File: src/rtl/demux_1x4_scheduler.sv
// Sequencer for a two-level 1-to-4 demux tree: accepts words via valid/ready,
// routes each to one channel (directed or round-robin), holds until delivered.
module demux_1x4_scheduler #(
   parameter int unsigned DATA_W = 8,
   parameter int unsigned DROP_W = 8
) (
   input  logic              in_clk,
   input  logic              in_rst_n,
   input  logic [DATA_W-1:0] in_data,
   input  logic              in_valid,
   output logic              out_ready,
   input  logic              in_mode,
   input  logic [1:0]        in_dest,
   input  logic [3:0]        in_enable,
   input  logic              in_ready_y1,
   input  logic              in_ready_y2,
   input  logic              in_ready_y3,
   input  logic              in_ready_y4,
   output logic [DATA_W-1:0] out_data,
   output logic              out_valid_y1,
   output logic              out_valid_y2,
   output logic              out_valid_y3,
   output logic              out_valid_y4,
   output logic              out_selec0,
   output logic              out_selec1,
   output logic              out_busy,
   output logic [DROP_W-1:0] out_drop_cnt
);

   typedef enum logic {StIdle, StHold} state_e;

   state_e            state_q, state_d;
   logic [DATA_W-1:0] data_q, data_d;
   logic [3:0]        valid_q, valid_d;
   logic [1:0]        k_q, k_d;
   logic [1:0]        ptr_q, ptr_d;
   logic              busy_q, busy_d;
   logic [DROP_W-1:0] drop_q, drop_d;

   logic [3:0] ready_vec;
   logic       complete, accept;
   logic       rr_found, tgt_ok;
   logic [1:0] ptr_eff, rr_k, tgt_k, idx;

   assign ready_vec = {in_ready_y4, in_ready_y3, in_ready_y2, in_ready_y1};
   assign complete  = (state_q == StHold) & ready_vec[k_q];
   assign out_ready = (state_q == StIdle) | ready_vec[k_q];
   assign accept    = in_valid & out_ready;

   // A delivery on this edge advances the pointer before the new word is scanned,
   // so back-to-back round-robin traffic rotates without repeating a channel.
   always_comb begin
      ptr_eff  = complete ? k_q + 2'd1 : ptr_q;
      rr_found = 1'b0;
      rr_k     = ptr_eff;
      idx      = ptr_eff;
      for (int i = 3; i >= 0; i--) begin
         idx = ptr_eff + 2'(i);
         if (in_enable[idx]) begin
            rr_found = 1'b1;
            rr_k     = idx;
         end
      end
   end

   assign tgt_k  = in_mode ? in_dest : rr_k;
   assign tgt_ok = in_mode ? in_enable[in_dest] : rr_found;

   always_comb begin
      state_d = state_q;
      data_d  = data_q;
      valid_d = valid_q;
      k_d     = k_q;
      ptr_d   = ptr_q;
      busy_d  = busy_q;
      drop_d  = drop_q;

      if (complete) begin
         ptr_d   = k_q + 2'd1;
         state_d = StIdle;
         data_d  = '0;
         valid_d = '0;
         k_d     = '0;
         busy_d  = 1'b0;
      end

      if (accept) begin
         if (tgt_ok) begin
            state_d = StHold;
            data_d  = in_data;
            valid_d = 4'b0001 << tgt_k;
            k_d     = tgt_k;
            busy_d  = 1'b1;
         end else if (drop_q != {DROP_W{1'b1}}) begin
            drop_d = drop_q + DROP_W'(1);
         end
      end
   end

   always_ff @(posedge in_clk or negedge in_rst_n) begin
      if (!in_rst_n) begin
         state_q <= StIdle;
         data_q  <= '0;
         valid_q <= '0;
         k_q     <= '0;
         ptr_q   <= '0;
         busy_q  <= 1'b0;
         drop_q  <= '0;
      end else begin
         state_q <= state_d;
         data_q  <= data_d;
         valid_q <= valid_d;
         k_q     <= k_d;
         ptr_q   <= ptr_d;
         busy_q  <= busy_d;
         drop_q  <= drop_d;
      end
   end

   assign out_data     = data_q;
   assign out_valid_y1 = valid_q[0];
   assign out_valid_y2 = valid_q[1];
   assign out_valid_y3 = valid_q[2];
   assign out_valid_y4 = valid_q[3];
   assign out_selec0   = k_q[1];
   assign out_selec1   = k_q[0];
   assign out_busy     = busy_q;
   assign out_drop_cnt = drop_q;

endmodule

File: config.mk
export PLATFORM = sky130hd
export DESIGN_NAME = demux_1x4_scheduler
export DESIGN_NICKNAME = d
export VERILOG_FILES = /design/src/rtl/demux_1x4_scheduler.sv
export SDC_FILE = /design/constraint.sdc
export NUM_CORES = 1
export LEC_CHECK = 0
export CAP_MARGIN = 20
export CORE_ASPECT_RATIO = 1.1
export CORE_UTILIZATION = 35
export CTS_CLUSTER_DIAMETER = 100
export DETAILED_ROUTE_END_ITERATION = 8
export GPL_TIMING_DRIVEN = 0
export PLACE_DENSITY = 0.74
export SLEW_MARGIN = 20
export SYNTH_ARGS = -nofsm -noshare
export SYNTH_HDL_FRONTEND = slang
export SYNTH_SLANG_ARGS = --single-unit
File: constraint.sdc
create_clock -name in_clk -period 2.06 [get_ports in_clk]
set_clock_uncertainty 0.1 [all_clocks]
set_input_delay 0.515 -clock in_clk [delete_from_list [all_inputs] [get_ports in_clk]]
set_output_delay 0.515 -clock in_clk [all_outputs]
set_load 0.02 [all_outputs]
Word level (Yosys, flattened, before mapping)

Index checks and enable logic that the tools add are counted.
Widths: inputs -> output; s select.

Latch bits: 0
Output and inout port bits: 24
Register bits: 26
Memories kept: 0
Word-level logic and storage cells: 64
Memory bits (read-only): 0
Memory bits (writable): 0
Bits of input ports: 22

Bitwise gates (word level): 5
Order comparisons: 6
Eq/ne operators: 1
Shift-type cells: 1
Reduce and logical (&&, ||, !) cells: 1
Multipliers: 0
$add $sub $neg: 5
Divide/modulo/power cells: 0
Multiplexer cells: 38

Operator list:

| cell                | count |
|---|---|
| $mux 8              | 3 |
| $lt 2x3->1 const B  | 6 |
| $mux 2              | 9 |
| $mux 1              | 17 |
| $bmux 1 s2          | 6 |
| $mux 4              | 3 |
| $add 8x1->8 const B | 1 |
| $ne 8x8->1 const B  | 1 |
| $add 2x1->2 const B | 2 |
| $add 2x2->2 const B | 2 |
| $shl 1x2->4 const A | 1 |
| $reduce_and 3->1    | 1 |
| $and 1x1->1         | 2 |
| $not 1->1           | 2 |
| $or 1x1->1          | 1 |

Longest topological paths before layout

Gate-level depths: netlist (run 1).

Depth in word-level cells: 15
Depth in mapped cells: 8
Depth with buffers taken out: 6

Worst setup path after synthesis (run 1)

No wires, ideal clock.

Kind: input to register
Start: input in_enable[1]
End: register drop_q[1], in the netlist out_drop_cnt[1]
Path buffers: 1
Setup time: 125 ps
Data required time: 1835 ps
Stages: 5
Path slack: -340 ps
Arrival: 2175 ps
Cells stage by stage: buf_6 -> or4_1 -> mux2_4 -> a311oi_4 -> mux2_2

Word-level cells in the longest chain between the ends: 9
Elaborated cells between the ends (all ways): 17
Those cells by class: mux: 15; bitwise: 1; reduce/logical: 1

RTL lines:

| item                                  | line | source |
|---|---|---|
| start, declared                       | 14   | `input logic [3:0] in_enable,` |
| $bmux 1 s2                            | 59   | `if (in_enable[idx]) begin` |
| $mux 1 (implied by the code)          | 59   |  |
| $mux 1 (4 in series)                  | 59   |  |
| $mux 1 (*)                            | 67   | `assign tgt_ok = in_mode ? in_enable[in_dest] : rr_found;` |
| $not 1->1 (no source line) (*)        | -    |  |
| $reduce_and 3->1 (no source line) (*) | -    |  |
| end signal, assigned                  | 116  | `drop_q <= drop_d;` |
| end, declared                         | 38   | `logic [DROP_W-1:0] drop_q, drop_d;` |

Mark *: on every way between the ends. The rest lies on a longest branch, timed or not. The select of a mux whose other input is x is not followed.
A chain may end at the register's enable or synchronous reset.

Final worst setup path (run 1)

Start: register k_q[1]
End: register valid_q[0]

Word-level cells in the longest chain between the ends: 15
Elaborated cells between the ends (all ways): 32
Those cells by class: add/sub: 4; shift: 1; mux: 24; bitwise: 3

RTL lines:

| item                         | line   | source |
|---|---|---|
| start, declared              | 35     | `logic [1:0] k_q, k_d;` |
| start signal, assigned       | 113    | `k_q <= k_d;` |
| $bmux 1 s2                   | 46, 47 |  |
| $mux 1 (implied by the code) | 46, 47 |  |
| $and 1x1->1                  | 46     | `assign complete = (state_q == StHold) & ready_vec[k_q];` |
| $mux 2                       | -      |  |
| $add 2x2->2                  | 58     | `idx = ptr_eff + 2'(i);` |
| $bmux 1 s2                   | 59     |  |
| $mux 1 (implied by the code) | 59     |  |
| $mux 2 (4 in series)         | 59     |  |
| $mux 2                       | 66     | `assign tgt_k = in_mode ? in_dest : rr_k;` |
| $shl 1x2->4                  | 91     | `valid_d = 4'b0001 << tgt_k;` |
| $mux 4                       | 88     | `if (tgt_ok) begin` |
| $mux 4 (*)                   | 87     | `if (accept) begin` |
| via valid_d[0]               | 34     | `logic [3:0] valid_q, valid_d;` |
| end signal, assigned         | 112    | `valid_q <= valid_d;` |
| end, declared                | 34     |  |

The timed path passes the listed nets; every way through them passes the cells marked *. The select of a mux whose other input is x is not followed.

==> results of run 1 <==
==> power by group through the flow <==
stage,Sequential [mW],Clock (mW),Combinational [mW]
floorplan,1.12,0,0.708
global route,0.962,0.445,1.96
finish,0.929,0.414,1.83
global placement,0.919,0,1.53
detailed placement,0.923,0,1.54
CTS,0.937,0.422,1.77
==> worst max-delay path: stages, from the launching register on <==
cell and delay, ns:
dfrtp_2 0.49, mux2_4 0.33, a222oi_1 0.40, buf_4 0.19
o21ai_2 0.04, a211o_1 0.30, a31oi_1 0.16, o21a_1 0.14
==> how the worst max path moves through the flow <==
stage	start	end	slack [ns]
detailed placement	in_enable[0]	out_drop_cnt[3]	-0.84
CTS	k_q[1]	valid_q[0]	-0.14
floorplan	in_enable[1]	out_drop_cnt[1]	-0.19
global route	k_q[1]	valid_q[0]	-0.19
finish	k_q[1]	valid_q[0]	-0.14
global placement	in_enable[0]	out_drop_cnt[3]	-0.79
==> flip-flops by register name, indices dropped and copies added (netlist names) <==
signal / cells
out_data: 8
out_drop_cnt: 8
state_q: 1
out_busy: 1
ptr_q: 2
valid_q: 4
k_q: 2
==> per-layer routing <==
metal,vias up,share of wire [%],GRT usage [%]
met1,721,43,25.03
li1,713,-,-
met4,0,0.22,5.679
met2,48,52,31.58
met3,2,4.7,2.581
met5,-,0,0
==> kinds of logic after synthesis <==
logic type | count (synthesis)
muxes | 7
adders and majority gates | 1
DFF | 26
buffers and inverters | 13
AOI/OAI and AO/OA | 36
and+or+nand+nor | 69
xor gates and xnor gates | 7
==> placed cells by master, fill, tap and decap left out, types with 6 or more instances in the layout <==
master / count
nand2_1: 23
nand4_1: 6
xnor2_1: 6
buf_4: 17
inv_1: 6
nand3_1: 14
dfrtp_1: 23
dlygate4sd2_1: 6
clkdlybuf4s50_1: 31
==> final cells by class <==
type | instances | area (um2) | share of cell area [%]
clock inverter | 1 | 30.03 | 1.317
clock buffer | 3 | 41.29 | 1.810
multi-input combinational | 120 | 885.9 | 38.84
sequential | 26 | 654.4 | 28.69
timing repair buffer | 60 | 541.8 | 23.75
tap | 52 | 65.06 | 2.852
inverter | 6 | 22.52 | 0.9874
buffer | 5 | 40.04 | 1.755
==> per-stage QoR <==
stage	util (%)	total power, mW	hold slack (ns)	setup WS [ns]
after CTS	55.74	3.128	0.1459	-0.1388
after detailed placement	50.19	2.462	0.3923	-0.8417
after global placement	50.31	2.446	0.3763	-0.7876
final	56.27	3.172	0.1244	-0.1440
after floorplan	-	1.824	0.1194	-0.1877
after global routing	56.27	3.369	0.1758	-0.1904
==> repair_timing <==
| action | CTS | global route |
|---|---|---|
| hold buffers | 0 | 0 |
| pin swaps | 20 | 9 |
| endpoints found under the setup margin | 25 | 21 |
| buffers inserted | 15 | 3 |
| endpoints found under the hold margin | 0 | 0 |
| resized for setup | 54 | 6 |
==> results.py, run 1 <==
metrics = {
    "grt": {
        "globalRouteOverflowTotal": 0,
        "grt_start_max_net_pins": 27,
        "grt_antenna_before_repair": 0,
        "grt_pass1_wl_um": 6803,
        "track_usage_pct": 18.78,
        "grt_pass1_vias": 1454,
    },
    "clocking": {
        "htreeDepth": 1,
        "cts_buffers": 3,
        "cts_tree": "done",
        "clk_latency_ns": 0.26,
        "path_clk_slew_ns": 0.09,
        "cts_max_path_buffers": 2,
        "root_buffer": "clkbuf_8",
        "cts_sinks": 26,
    },
    "logic_synthesis": {
        "synth_commonest_cells": "26 x dfrtp_1, 23 x nand2_1, 15 x nand3_1",
        "synth_simple_gate_area_share_pct": 23.55,
        "ys_seq_area_share_pct": 43.12,
        "syn-cell-area_um2": 1509,
        "yosys_warnings": 0,
        "yosysMostFrequentCell": "dfrtp_1",
        "synth-xor-area-share_pct": 4.063,
        "synth_ff_type": "dfrtp_1",
        "ys_seq_elements": 26,
        "synth_top_cell_area_share_pct": 43.12,
        "async_reset_ff_share_pct": 100.0,
        "synth_top_family_by_area": "simple AND/OR/NAND/NOR gates",
        "synth_fa_ha_area_share_pct": 0.8292,
        "synth_compound_area_share_pct": 18.24,
        "syn_nets": 182,
        "synth_cell_type_count": 49,
        "synthCells": 159,
        "avgSynthCellArea_um2": 9.490,
        "yosysTopAreaCell": "dfrtp_1",
        "synth_mux_area_share_pct": 6.302,
        "synth_edf_count": 0,
        "ys_top_cells_by_area": "dfrtp_1 43%, nand2_1 5.7%, nand3_1 5.0%",
    },
    "floorplan": {
        "num_rows": 24,
        "fp.dieH_um": 70.87,
        "initial_utilization_pct": 37.22,
        "dieArea_um2": 4578,
        "core_area_um2": 4054,
        "die_w_um": 64.61,
        "io_pins": 46,
    },
    "route": {
        "drt-total-wl_um": 4064,
        "viasPerCell": 5.436,
        "routedWlPerCell_um": 14.89,
        "drt-initial-drc-count": 121,
        "drc": 0,
        "drt_first_pass_iters": 5,
        "ant_nets": 0,
        "num_vias": 1484,
    },
    "placement": {
        "io_buffer_count": 44,
        "dp.final_hpwl_um": 2789,
        "place_inst": 255,
        "place_congestion": 0.8865,
        "place_area_um2": 2034,
    },
    "timing": {
        "final_hold_viol_count": 0,
        "max_freq_mhz": 453.7,
        "fin_crit_ns": 2.204,
        "fin_tns_setup_ns": -0.6154,
        "setup_viol": 9,
        "worst_pin_slew_ns": 0.5535,
        "slew_viol_final": 0,
        "period_share_pct": 107.0,
        "timing.final.ws_setup_ns": -0.1440,
        "rsz0062_at_grt": "true",
        "slew_headroom_pct": 63.10,
    },
    "pwr": {
        "swShare_pct": 40.71,
        "clkPwrFrac_pct": 13.1,
        "seq_power_share_pct": 29.3,
        "ir_drop_v": 0.0008964,
        "intPower_mw": 1.881,
        "p_sw_mw": 1.291,
        "power.leakage_nw": 0.9885,
        "pwr-share-comb_pct": 57.7,
        "p_per_area_nw_per_um2": 1391,
    },
    "critical_path": {
        "cp.required_ns": 2.16,
        "crit_type": "reg2reg",
        "crit_fanout": 6,
        "startpoint_type": "flop",
        "endpoint_kind": "flop",
        "worstRegToRegCells": 7,
        "timing.rr.start": "k_q[1]",
        "rr_endpoint": "valid_q[0]",
        "critPathArrivalTime_ns": 2.31,
        "rrSetupSlack_ns": -0.14,
    },
    "run_status": {
        "status": "complete, but fails checks",
        "violations": "setup timing",
    },
    "cells_and_area": {
        "fin_area_um2": 2281,
        "num-fill-cells": 362,
        "drive_above_1_share_pct": 26.24,
        "diodes": 0,
        "finalNetCount": 245,
        "syn_to_final_growth_pct": 51.16,
        "final_cells": 273,
    },
    "hold_path": {
        "hold_path_class": "in2async",
    },
    "job": {
        "maxCapViolations": 0,
    },
}
Note: power is estimated with default switching activity, not from simulation.
==> run 2: changes to the inputs <==
- CORE_ASPECT_RATIO: 1.1 -> 0.7
- REMOVE_ABC_BUFFERS: unset -> 1
==> results.py, run 2 (synthesized netlist as in run 1, its figures left out) <==
metrics = {
    "cells_and_area": {
        "fin_area_um2": 2311,
        "diodes": 0,
        "final_common_cell": "clkdlybuf4s50_1",
        "syn_to_final_growth_pct": 53.15,
        "finalNetCount": 248,
        "drive_above_1_share_pct": 26.79,
        "final_cell_mix": "30 x clkdlybuf4s50_1, 24 x dfrtp_1, 23 x nand2_1",
        "final_cells": 276,
    },
    "critical_path": {
        "crit_type": "reg2reg",
        "path_cells": "mux2i_2 > nor2_1 > o21a_1 > a2111o_1 > and4_4 > a32o_1",
        "path_buf_inv": 0,
        "endpoint_kind": "flop",
        "crit_slowest_cell": "dfrtp_2",
        "startpoint_type": "flop",
        "cp_top_family": "compound AO/OA/AOI/OAI gates",
        "cp.required_ns": 2.12,
        "critPathArrivalTime_ns": 2.22,
        "worst_path_largest_cell_delay_ns": 0.46,
        "crit_fanout": 6,
    },
    "grt": {
        "met1_usage_pct": 29.43,
        "grt_start_max_net_pins": 27,
        "grt_pass1_vias": 1445,
        "grt_busiest_layer": "met2",
        "track_usage_pct": 19.83,
        "grt_use_met2_pct": 29.66,
        "grt_pass1_wl_um": 7079,
        "globalRouteOverflowTotal": 0,
        "grtUsageMet3_pct": 5.600,
        "grt_antenna_before_repair": 0,
    },
    "route": {
        "viasPerCell": 5.409,
        "drt-total-wl_um": 4175,
        "routedWlPerCell_um": 15.13,
        "drt_first_pass_iters": 4,
        "drc": 0,
        "drt-initial-drc-count": 153,
        "ant_nets": 0,
        "num_vias": 1493,
    },
    "timing": {
        "worst_pin_slew_ns": 0.5770,
        "slew_headroom_pct": 61.54,
        "fin_crit_ns": 2.160,
        "setup_viol": 5,
        "slew_viol_final": 0,
        "final_hold_viol_count": 0,
        "max_freq_mhz": 463.0,
        "fin_tns_setup_ns": -0.2218,
        "rsz0062_at_grt": "true",
        "timing.final.ws_setup_ns": -0.09990,
        "period_share_pct": 104.8,
    },
    "floorplan": {
        "num_rows": 19,
        "core_area_um2": 4018,
        "die_w_um": 80.48,
        "dieArea_um2": 4582,
        "io_pins": 46,
        "initial_utilization_pct": 37.56,
        "fp.dieH_um": 56.94,
    },
    "clocking": {
        "clk_latency_ns": 0.27,
        "htreeDepth": 1,
        "cts_buffers": 3,
        "cts_tree": "done",
        "cts_max_path_buffers": 2,
        "cts_sinks": 26,
        "root_buffer": "clkbuf_8",
        "ctsHoldBuffers": 0,
        "path_clk_slew_ns": 0.09,
    },
    "run_status": {
        "violations": "setup timing",
        "status": "complete, but fails checks",
    },
    "pwr": {
        "p_per_area_nw_per_um2": 1355,
        "power.leakage_nw": 1.019,
        "power.total_mw": 3.131,
        "ir_drop_v": 0.0007693,
    },
    "placement": {
        "place_area_um2": 1991,
        "place_ws_ns": -0.9730,
        "place_inst": 250,
        "place_congestion": 0.8628,
        "io_buffer_count": 45,
        "dp.final_hpwl_um": 2706,
    },
    "job": {
        "maxCapViolations": 0,
    },
    "hold_path": {
        "hold_path_class": "in2async",
    },
}
-- run 2: stage by stage --
step	hold WS, ns	utilization [%]
6_report	0.1367	57.52
3_3_place_gp	0.3614	49.49
4_1_cts	0.1496	56.77
3_5_place_dp	0.3734	49.55
2_1_floorplan	0.1194	-
5_1_grt	0.1755	57.52
-- run 2: layout make-up --
cell class              instances  area (um2)
flip-flops and latches         26       653.1
inverters                       6       22.52
clock buffers                   4       55.05
well taps                      52       65.06
multi-input cells             120       887.1
fillers                       369        1707
repair buffers                 68       628.1
-- run 2: worst paths after layout --
path                                from         endpoint  slack [ns]  cells after the start
worst max-delay path              k_q[1]       valid_q[1]        -0.1                      6
worst min-delay path            in_rst_n  out_drop_cnt[6]        0.14                      1
worst max register to register    k_q[1]       valid_q[1]        -0.1                      6
worst min register to register  out_busy         out_busy        0.40                      2
max in group asynchronous       in_rst_n           k_q[1]        1.31                      1
min in group in_clk             out_busy         out_busy        0.40                      2
-- run 2: timing repair --
| action | in CTS | in global routing |
|---|---|---|
| endpoints found under the setup margin | 27 | 15 |
| resized for setup | 68 | 6 |
| buffers inserted | 21 | 2 |
| pin swaps | 16 | 3 |
-- run 2: layer usage --
metal,vias up,share of wire (%)
li1,724,-
met1,717,50
met2,50,43
met3,2,6.1
met4,0,0.43
met5,-,0
-- run 2: power by group --
group	internal, mW	switching, mW
Clock	0.171	0.154
Sequential	0.723	0.241
Combinational	0.938	0.903
Total	1.83	1.30
